### src/rtl/dcache_ctrl_fsm_pkg.sv
// -----------------------------------------------------------------------------
// dcache_ctrl_fsm_pkg
// Shared types and geometry defaults for the data-cache miss/flush controller.
//   dcache_state_t : controller FSM state encoding
//   Def*           : default associativity / block size / set count
//   clog2_min1()   : index width that never collapses to zero bits
// -----------------------------------------------------------------------------
package dcache_ctrl_fsm_pkg;

    typedef enum logic [2:0] {
        StIdle,
        StWb,
        StFetch,
        StFlCheck,
        StFlWb,
        StDone
    } dcache_state_t;

    localparam int unsigned DefWays  = 2;
    localparam int unsigned DefWords = 2;
    localparam int unsigned DefSets  = 8;

    // Width of a counter/select that must exist even for a 1-entry dimension.
    function automatic int unsigned clog2_min1(input int unsigned n);
        return (n > 1) ? $clog2(n) : 1;
    endfunction

endpackage

### src/rtl/dcache_ctrl_fsm_if.sv
// -----------------------------------------------------------------------------
// dcache_ctrl_fsm_if
// Memory-side bus between the dcache controller and the memory arbiter.
//   dREN/dWEN  : read / write request (never both high)
//   daddr      : word address of the transfer
//   dstore     : write data
//   dwait      : memory busy; a transfer completes on a request cycle with dwait low
//   dload      : read data (written into the data array by the cache datapath)
// master = cache controller, slave = memory.
// -----------------------------------------------------------------------------
interface dcache_ctrl_fsm_if;

    logic        dREN;
    logic        dWEN;
    logic [31:0] daddr;
    logic [31:0] dstore;
    logic        dwait;
    logic [31:0] dload;

    modport master (
        output dREN,
        output dWEN,
        output daddr,
        output dstore,
        input  dwait,
        input  dload
    );

    modport slave (
        input  dREN,
        input  dWEN,
        input  daddr,
        input  dstore,
        output dwait,
        output dload
    );

endinterface

### src/rtl/dcache_walk_cnt.sv
// -----------------------------------------------------------------------------
// dcache_walk_cnt
// Modulo-Modulus counter used to walk words, ways and sets.
//   i_clk, i_rst_n : clock, synchronous active-low reset
//   i_clr          : force to zero (wins over load/increment)
//   i_load         : load i_load_val (wins over increment)
//   i_inc          : advance by one, wrapping Modulus-1 -> 0
//   o_cnt          : current value
//   o_last         : o_cnt == Modulus-1 (always 1 when Modulus == 1)
// -----------------------------------------------------------------------------
module dcache_walk_cnt #(
    parameter int unsigned Modulus = 2,
    parameter int unsigned Width   = 1
) (
    input  logic             i_clk,
    input  logic             i_rst_n,
    input  logic             i_clr,
    input  logic             i_load,
    input  logic [Width-1:0] i_load_val,
    input  logic             i_inc,
    output logic [Width-1:0] o_cnt,
    output logic             o_last
);

    localparam logic [Width-1:0] LastVal = Width'(Modulus - 1);

    logic [Width-1:0] r_cnt;

    always_ff @(posedge i_clk) begin
        if (!i_rst_n || i_clr) begin
            r_cnt <= '0;
        end else if (i_load) begin
            r_cnt <= i_load_val;
        end else if (i_inc) begin
            r_cnt <= (r_cnt == LastVal) ? '0 : r_cnt + Width'(1);
        end
    end

    assign o_cnt  = r_cnt;
    assign o_last = (r_cnt == LastVal);

endmodule

### src/rtl/dcache_ctrl_fsm.sv
// -----------------------------------------------------------------------------
// dcache_ctrl_fsm
// Miss / flush controller for a WAYS-way, WORDS-per-block, SETS-set data cache.
// Services read/write misses (dirty victim writeback, then block fetch) and on
// halt walks every set/way, writing back dirty lines before raising flushed.
//   CLK, nRST                 : clock, synchronous active-low reset
//   dmemREN/dmemWEN/dmemaddr  : datapath request
//   halt                      : start flush
//   miss, lru_way             : lookup result / victim way for dmemaddr's set
//   way_valid/dirty/tag/word  : array contents at sel_set/sel_way/sel_word
//   mem                       : memory-side bus (master)
//   sel_set/sel_way/sel_word  : array select
//   fill_wen                  : write dload at sel_*
//   tag_wen                   : write dmemaddr tag, valid=1, dirty=0 at sel_set/sel_way
//   clean_wen                 : clear dirty at sel_set/sel_way
//   busy, flushed             : status
// SETS must be at least 2 (the set index needs one bit).
// -----------------------------------------------------------------------------
module dcache_ctrl_fsm
    import dcache_ctrl_fsm_pkg::*;
#(
    parameter  int unsigned WAYS  = DefWays,
    parameter  int unsigned WORDS = DefWords,
    parameter  int unsigned SETS  = DefSets,
    localparam int unsigned WAY_W = clog2_min1(WAYS),
    localparam int unsigned OFF_W = clog2_min1(WORDS),
    localparam int unsigned OFF_B = $clog2(WORDS),
    localparam int unsigned IDX_W = $clog2(SETS),
    localparam int unsigned TAG_W = 30 - IDX_W - OFF_B
) (
    input  logic                 CLK,
    input  logic                 nRST,
    input  logic                 dmemREN,
    input  logic                 dmemWEN,
    input  logic [31:0]          dmemaddr,
    input  logic                 halt,
    input  logic                 miss,
    input  logic [WAY_W-1:0]     lru_way,
    input  logic                 way_valid,
    input  logic                 way_dirty,
    input  logic [TAG_W-1:0]     way_tag,
    input  logic [31:0]          way_word,
    dcache_ctrl_fsm_if.master    mem,
    output logic [IDX_W-1:0]     sel_set,
    output logic [WAY_W-1:0]     sel_way,
    output logic [OFF_W-1:0]     sel_word,
    output logic                 fill_wen,
    output logic                 tag_wen,
    output logic                 clean_wen,
    output logic                 busy,
    output logic                 flushed
);

    dcache_state_t      r_state;
    logic [TAG_W-1:0]   r_tag;

    logic [OFF_W-1:0]   w_word;
    logic [WAY_W-1:0]   w_way;
    logic [IDX_W-1:0]   w_set;
    logic               w_word_last;
    logic               w_way_last;
    logic               w_set_last;

    logic [IDX_W-1:0]   w_req_set;
    logic [TAG_W-1:0]   w_req_tag;
    logic               w_req;
    logic               w_miss_start;
    logic               w_fl_start;
    logic               w_line_dirty;
    logic               w_xfer;
    logic               w_fl_adv;
    logic               w_walk_end;
    logic               w_unused;

    assign w_req_set    = dmemaddr[2 + OFF_B +: IDX_W];
    assign w_req_tag    = dmemaddr[31 -: TAG_W];
    assign w_req        = (dmemREN | dmemWEN) & miss;
    assign w_miss_start = (r_state == StIdle) & w_req;
    // A pending miss has priority over halt; the flush begins from a later IDLE.
    assign w_fl_start   = (r_state == StIdle) & ~w_req & halt;
    assign w_line_dirty = way_valid & way_dirty;
    // Every transfer state holds exactly one request high, so completion is !dwait.
    assign w_xfer       = ((r_state == StWb) || (r_state == StFetch) || (r_state == StFlWb))
                          & ~mem.dwait;
    assign w_fl_adv     = ((r_state == StFlCheck) & ~w_line_dirty)
                          | ((r_state == StFlWb) & w_xfer & w_word_last);
    assign w_walk_end   = w_fl_adv & w_way_last & w_set_last;

    // Byte-offset bits and fill data are consumed elsewhere in the cache.
    assign w_unused     = ^{dmemaddr[1:0], mem.dload};

    dcache_walk_cnt #(
        .Modulus (WORDS),
        .Width   (OFF_W)
    ) u_word_cnt (
        .i_clk      (CLK),
        .i_rst_n    (nRST),
        .i_clr      (1'b0),
        .i_load     (1'b0),
        .i_load_val ('0),
        .i_inc      (w_xfer),
        .o_cnt      (w_word),
        .o_last     (w_word_last)
    );

    dcache_walk_cnt #(
        .Modulus (WAYS),
        .Width   (WAY_W)
    ) u_way_cnt (
        .i_clk      (CLK),
        .i_rst_n    (nRST),
        .i_clr      (w_fl_start),
        .i_load     (w_miss_start),
        .i_load_val (lru_way),
        .i_inc      (w_fl_adv),
        .o_cnt      (w_way),
        .o_last     (w_way_last)
    );

    dcache_walk_cnt #(
        .Modulus (SETS),
        .Width   (IDX_W)
    ) u_set_cnt (
        .i_clk      (CLK),
        .i_rst_n    (nRST),
        .i_clr      (w_fl_start),
        .i_load     (w_miss_start),
        .i_load_val (w_req_set),
        .i_inc      (w_fl_adv & w_way_last),
        .o_cnt      (w_set),
        .o_last     (w_set_last)
    );

    always_ff @(posedge CLK) begin
        if (!nRST) begin
            r_state <= StIdle;
            r_tag   <= '0;
        end else begin
            unique case (r_state)
                StIdle: begin
                    if (w_miss_start) begin
                        r_tag   <= w_req_tag;
                        r_state <= w_line_dirty ? StWb : StFetch;
                    end else if (w_fl_start) begin
                        r_state <= StFlCheck;
                    end
                end
                StWb: begin
                    if (w_xfer && w_word_last) r_state <= StFetch;
                end
                StFetch: begin
                    if (w_xfer && w_word_last) r_state <= StIdle;
                end
                StFlCheck: begin
                    if (w_line_dirty)    r_state <= StFlWb;
                    else if (w_walk_end) r_state <= StDone;
                end
                StFlWb: begin
                    if (w_xfer && w_word_last) r_state <= w_walk_end ? StDone : StFlCheck;
                end
                StDone: r_state <= StDone;
                default: r_state <= StIdle;
            endcase
        end
    end

    always_comb begin
        mem.dREN   = 1'b0;
        mem.dWEN   = 1'b0;
        mem.daddr  = '0;
        mem.dstore = '0;
        fill_wen   = 1'b0;
        tag_wen    = 1'b0;
        clean_wen  = 1'b0;
        sel_set    = w_set;
        sel_way    = w_way;
        sel_word   = w_word;
        busy       = (r_state != StIdle) && (r_state != StDone);
        flushed    = (r_state == StDone);

        unique case (r_state)
            StIdle: begin
                sel_set = w_req_set;
                sel_way = lru_way;
            end
            StWb, StFlWb: begin
                // Victim address comes from the stored tag of the line being evicted.
                mem.dWEN   = 1'b1;
                mem.daddr  = (32'(way_tag) << (32 - TAG_W))
                             | (32'(w_set) << (2 + OFF_B))
                             | (32'(w_word) << 2);
                mem.dstore = way_word;
                clean_wen  = (r_state == StFlWb) & w_xfer & w_word_last;
            end
            StFetch: begin
                mem.dREN  = 1'b1;
                mem.daddr = (32'(r_tag) << (32 - TAG_W))
                            | (32'(w_set) << (2 + OFF_B))
                            | (32'(w_word) << 2);
                fill_wen  = w_xfer;
                tag_wen   = w_xfer & w_word_last;
            end
            default: ;
        endcase
    end

endmodule

### src/flat_wrapper.sv
// flat-port wrapper written by rule: the top's interface ports become plain ports
module dcache_ctrl_fsm_flat import dcache_ctrl_fsm_pkg::*;
#(
    parameter  int unsigned WAYS  = DefWays,
    parameter  int unsigned WORDS = DefWords,
    parameter  int unsigned SETS  = DefSets,
    localparam int unsigned WAY_W = clog2_min1(WAYS),
    localparam int unsigned OFF_W = clog2_min1(WORDS),
    localparam int unsigned OFF_B = $clog2(WORDS),
    localparam int unsigned IDX_W = $clog2(SETS),
    localparam int unsigned TAG_W = 30 - IDX_W - OFF_B
)
  (CLK, nRST, dmemREN, dmemWEN, dmemaddr, halt, miss, lru_way, way_valid, way_dirty, way_tag, way_word, sel_set, sel_way, sel_word, fill_wen, tag_wen, clean_wen, busy, flushed, mem_dREN, mem_dWEN, mem_daddr, mem_dstore, mem_dwait, mem_dload);
  dcache_ctrl_fsm_if mem_i ();
  input  logic CLK;
  input  logic nRST;
  input  logic dmemREN;
  input  logic dmemWEN;
  input  logic [31:0] dmemaddr;
  input  logic halt;
  input  logic miss;
  input  logic [WAY_W-1:0] lru_way;
  input  logic way_valid;
  input  logic way_dirty;
  input  logic [TAG_W-1:0] way_tag;
  input  logic [31:0] way_word;
  output logic [IDX_W-1:0] sel_set;
  output logic [WAY_W-1:0] sel_way;
  output logic [OFF_W-1:0] sel_word;
  output logic fill_wen;
  output logic tag_wen;
  output logic clean_wen;
  output logic busy;
  output logic flushed;
  output wire logic [$bits(mem_i.dREN)-1:0] mem_dREN;
  output wire logic [$bits(mem_i.dWEN)-1:0] mem_dWEN;
  output wire logic [$bits(mem_i.daddr)-1:0] mem_daddr;
  output wire logic [$bits(mem_i.dstore)-1:0] mem_dstore;
  input wire logic [$bits(mem_i.dwait)-1:0] mem_dwait;
  input wire logic [$bits(mem_i.dload)-1:0] mem_dload;
  assign mem_dREN = mem_i.dREN;
  assign mem_dWEN = mem_i.dWEN;
  assign mem_daddr = mem_i.daddr;
  assign mem_dstore = mem_i.dstore;
  assign mem_i.dwait = mem_dwait;
  assign mem_i.dload = mem_dload;
  dcache_ctrl_fsm #(.WAYS(WAYS), .WORDS(WORDS), .SETS(SETS)) u_core (.CLK(CLK), .nRST(nRST), .dmemREN(dmemREN), .dmemWEN(dmemWEN), .dmemaddr(dmemaddr), .halt(halt), .miss(miss), .lru_way(lru_way), .way_valid(way_valid), .way_dirty(way_dirty), .way_tag(way_tag), .way_word(way_word), .mem(mem_i), .sel_set(sel_set), .sel_way(sel_way), .sel_word(sel_word), .fill_wen(fill_wen), .tag_wen(tag_wen), .clean_wen(clean_wen), .busy(busy), .flushed(flushed));
endmodule
### config.mk
export PLATFORM = sky130hd
export DESIGN_NAME = dcache_ctrl_fsm_flat
export DESIGN_NICKNAME = d
export VERILOG_FILES = /design/src/rtl/dcache_ctrl_fsm_pkg.sv /design/src/rtl/dcache_ctrl_fsm_if.sv /design/src/rtl/dcache_walk_cnt.sv /design/src/rtl/dcache_ctrl_fsm.sv /design/src/flat_wrapper.sv
export SDC_FILE = /design/constraint.sdc
export NUM_CORES = 1
export LEC_CHECK = 0
export CORE_MARGIN = 4
export CORE_UTILIZATION = 30
export DETAILED_ROUTE_END_ITERATION = 10
export PLACE_DENSITY_LB_ADDON = 0.15
export SYNTH_ARGS = -nofsm -noshare
export SYNTH_HDL_FRONTEND = slang
export SYNTH_HIERARCHICAL = 1
export SYNTH_SLANG_ARGS = --single-unit
### constraint.sdc
create_clock -name CLK -period 2.56 [get_ports CLK]
set_input_delay 0.512 -clock CLK [delete_from_list [all_inputs] [get_ports CLK]]
set_output_delay 0.512 -clock CLK [all_outputs]
set_load 0.05 [all_outputs]
==> impl_metrics.csv <==
group,metric,value,unit
run,drv_cap,0,
critical_path,endpoint_kind,"output pin",
place,pre_cts_slack,0.136,ns
floorplan,dieArea,8620,um2
timing,setup_ws,0.121,ns
floorplan,die_y,92.8,um
clock_tree,cts_max_level,2,
clock_tree,cts_max_path_buffers,2,
clock_tree,cts.sinks,34,
clock_tree,clkSlewWorstSetupHoldPaths,0.07,ns
floorplan,die_x,92.8,um
grt,met2_usage,0.353,
cells_and_area,antenna_cells,0,
place,routabilityCongestion,0.852,
power,ir_worst_vdd,517,uV
critical_path,criticalPathCategory,"flop to output pin",
clock_tree,clk_latency,0.28,ns
routing,firstDrtPassIters,4,
cells_and_area,final_area,4720,um2
cells_and_area,final_cells,549,
place,dp_cells,541,
timing,hold_viol,0,
critical_path,worstPathRequired,2.05,ns
critical_path,worst-path-max-fanout,10,
routing,vias_per_cell,4.70,
timing,max_freq,410,MHz
min_path,holdPathStages,2,
critical_path,r2r_end,"u_core/u_set_cnt/o_cnt[0]$_SDFFE_PP0P_",
timing,tightest_slew,0.526,ns
routing,drt_iter0_drc,83,
critical_path,crit_path_top_delay_cell,"clkdlybuf4s50_1",
yosys,synth_edf_count,0,
routing,vias,2582,
timing,setup_viol,0,
power,p_leak,1.87,nW
critical_path,startpoint_type,"flop",
cells_and_area,final_net_count,586,
yosys,async_flop_share,0,
yosys,yosysWarnings,6,
floorplan,ios,208,
critical_path,crit_arrival,1.93,ns
grt,grt.busiest_layer,"met2",
grt,grt_pass1_vias,2516,
floorplan,fp-row-count,30,
clock_tree,cts_tree,"built",
timing,drv_slew,0,
routing,drcViolationCount,0,
yosys,yosys.cell_types.count,45,
grt,grtUsageMet3,0.0512,
yosys,synth_cells,284,
critical_path,path_buf_inv,2,
floorplan,core-area,6910,um2
timing,layout_min_cycle_time,2.44,ns
yosys,netlist_area,2160,um2
timing,min_period_over_period,0.953,
timing,slew-limit-headroom,0.648,
timing,grt_setup_unrepaired,"no",
yosys,dominantRegCellSynth,"dfxtp_1",
grt,grt.met1_usage,0.211,
timing,skew,0.00409,ns
place,place_hpwl,6960,um
grt,overflow,0,
yosys,ys_ff_latch,34,
critical_path,cp_slowest_stage_delay,0.71,ns
place,place_area,4610,um2
cells_and_area,drive_gt1_frac,0.225,
yosys,synth-seq-area-share,0.315,
cells_and_area,mostFrequentLayoutCells,"clkdlybuf4s50_1, nand2_1, buf_12",
power,powerDensity,922,nW/um2
critical_path,reg2reg_depth,6,
min_path,hp-class,"flop to flop",
timing,fin_tns_setup,0,ns
grt,grt_use_total,0.188,
clock_tree,root_buffer,"clkbuf_8",
clock_tree,cts_buffers,5,
cells_and_area,final_common_cell,"clkdlybuf4s50_1",
run_status,status,"completed",
floorplan,initial_core_util,0.313,
routing,antenna_left,0,
min_path,whs_endpoint,"u_core/r_tag[1]$_SDFFE_PN0P_",
critical_path,rr_startpoint,"u_core/r_state[2]$_SDFFE_PN0P_",
yosys,synth_area_per_cell,7.60,um2
cells_and_area,syn2layout_area_growth,119,%
place,io_buffers,170,
grt,grt_start_max_net_pins,46,
grt,grt_pass1_wl,13000,um
grt,antenna_found_initial,0,
critical_path,crit_path_cell_trace,"inv_1, nor3_2, nor2_1, clkdlybuf4s50_1",
critical_path,crit_family,"buffers and inverters",
min_path,min_from,"u_core/r_tag[1]$_SDFFE_PN0P_",
routing,wl_per_cell,15.3,um
critical_path,reg2reg_setup_slack,0.47,ns
clock_tree,cts_setup_buffers,0,
clock_tree,cts-hold-fix-buffers,0,
routing,wirelength,8400,um
[what timing repair did]
action / in CTS / in global routing
endpoints found under the hold margin: 0 / 0
setup endpoints to repair: 21 / 0
gates resized for setup: 2 / 0
[cells in the mapped netlist (6+ instances only)]
library cell / instances / area [um2]
nand2_1: 68 / 255
and2_1: 37 / 231
dfxtp_1: 34 / 681
a21oi_1: 28 / 140
a22o_1: 26 / 228
clkbuf_1: 10 / 37.5
inv_1: 7 / 26.3
nand2b_1: 7 / 43.8
buf_2: 6 / 30.0
[where the power goes]
group          internal [W]  total (W)  leakage, nW  switching (W)
clock              0.000272   0.000459       0.0575       0.000187
sequential         0.000630   0.000735        0.279       0.000105
combinational       0.00142    0.00316         1.54        0.00174
[how the worst max path moves through the flow]
stage / cells past startpoint / to / start / slack, ns
CTS: 4 / busy / u_core/r_state[2]$_SDFFE_PN0P_ / 0.10
finish: 4 / busy / u_core/r_state[2]$_SDFFE_PN0P_ / 0.12
floorplan: 3 / tag_wen / u_core/u_word_cnt/o_cnt$_SDFFE_PP0P_ / 0.02
global placement: 7 / u_core/u_set_cnt/o_cnt[0]$_SDFFE_PP0P_ / mem_dwait / 0.19
detailed placement: 7 / u_core/u_set_cnt/o_cnt[0]$_SDFFE_PP0P_ / mem_dwait / 0.14
global route: 4 / busy / u_core/r_state[2]$_SDFFE_PN0P_ / 0.04
[registers in the layout, summed over array words and instances (netlist names)]
register,flops
u_core/r_tag,26
u_core/r_state,3
u_core/u_set_cnt/o_cnt,3
u_core/u_way_cnt/o_cnt,1
u_core/u_word_cnt/o_cnt,1
[worst reg2reg max path, stage by stage, from the launching register on]
cell and delay, ns:
dfxtp_1 0.52, or3b_1 0.42, nor2_2 0.12, a21o_1 0.13
and2_1 0.22, or3b_1 0.38, a311oi_2 0.22
[per-layer routing]
metal | vias up | wire [um] | part of all wire
li1 | 1300 | - | -
met1 | 1168 | 3170 | 0.38
met2 | 107 | 4470 | 0.53
met3 | 7 | 706 | 0.084
met4 | 0 | 46 | 0.0055
met5 | - | 0 | 0
[kinds of logic (layout without fill, tap and decap cells)]
kind of cell	Yosys count	after routing	synth area share
buffers and inverters	31	195	0.0748
adder cells (fa/ha/maj)	2	2	0.0116
other	1	6	0.00174
AO/OA/AOI/OAI	76	76	0.253
multiplexers	2	2	0.00928
XOR/XNOR	3	3	0.0122
AND/OR/NAND/NOR	135	135	0.322
flip-flops	34	34	0.315
[area by class of cell]
| class | count | area [um2] |
|---|---|---|
| timing repair buffer | 179 | 2430 |
| multi-input combinational | 224 | 1350 |
| sequential | 34 | 683 |
| tap | 96 | 120 |
| fill | 589 | 2190 |
| inverter | 8 | 30.0 |
| clock buffer | 8 | 110 |
[per-stage QoR]
| step | hold WS, ns | util | power, W |
|---|---|---|---|
| after floorplan | 0.436 | - | 0.00245 |
| after global placement | 0.442 | 0.667 | 0.00390 |
| after detailed placement | 0.446 | 0.667 | 0.00393 |
| after CTS | 0.456 | 0.684 | 0.00440 |
| after global routing | 0.478 | 0.684 | 0.00457 |
| final | 0.454 | 0.684 | 0.00435 |
(Power assumes the default switching activity.)
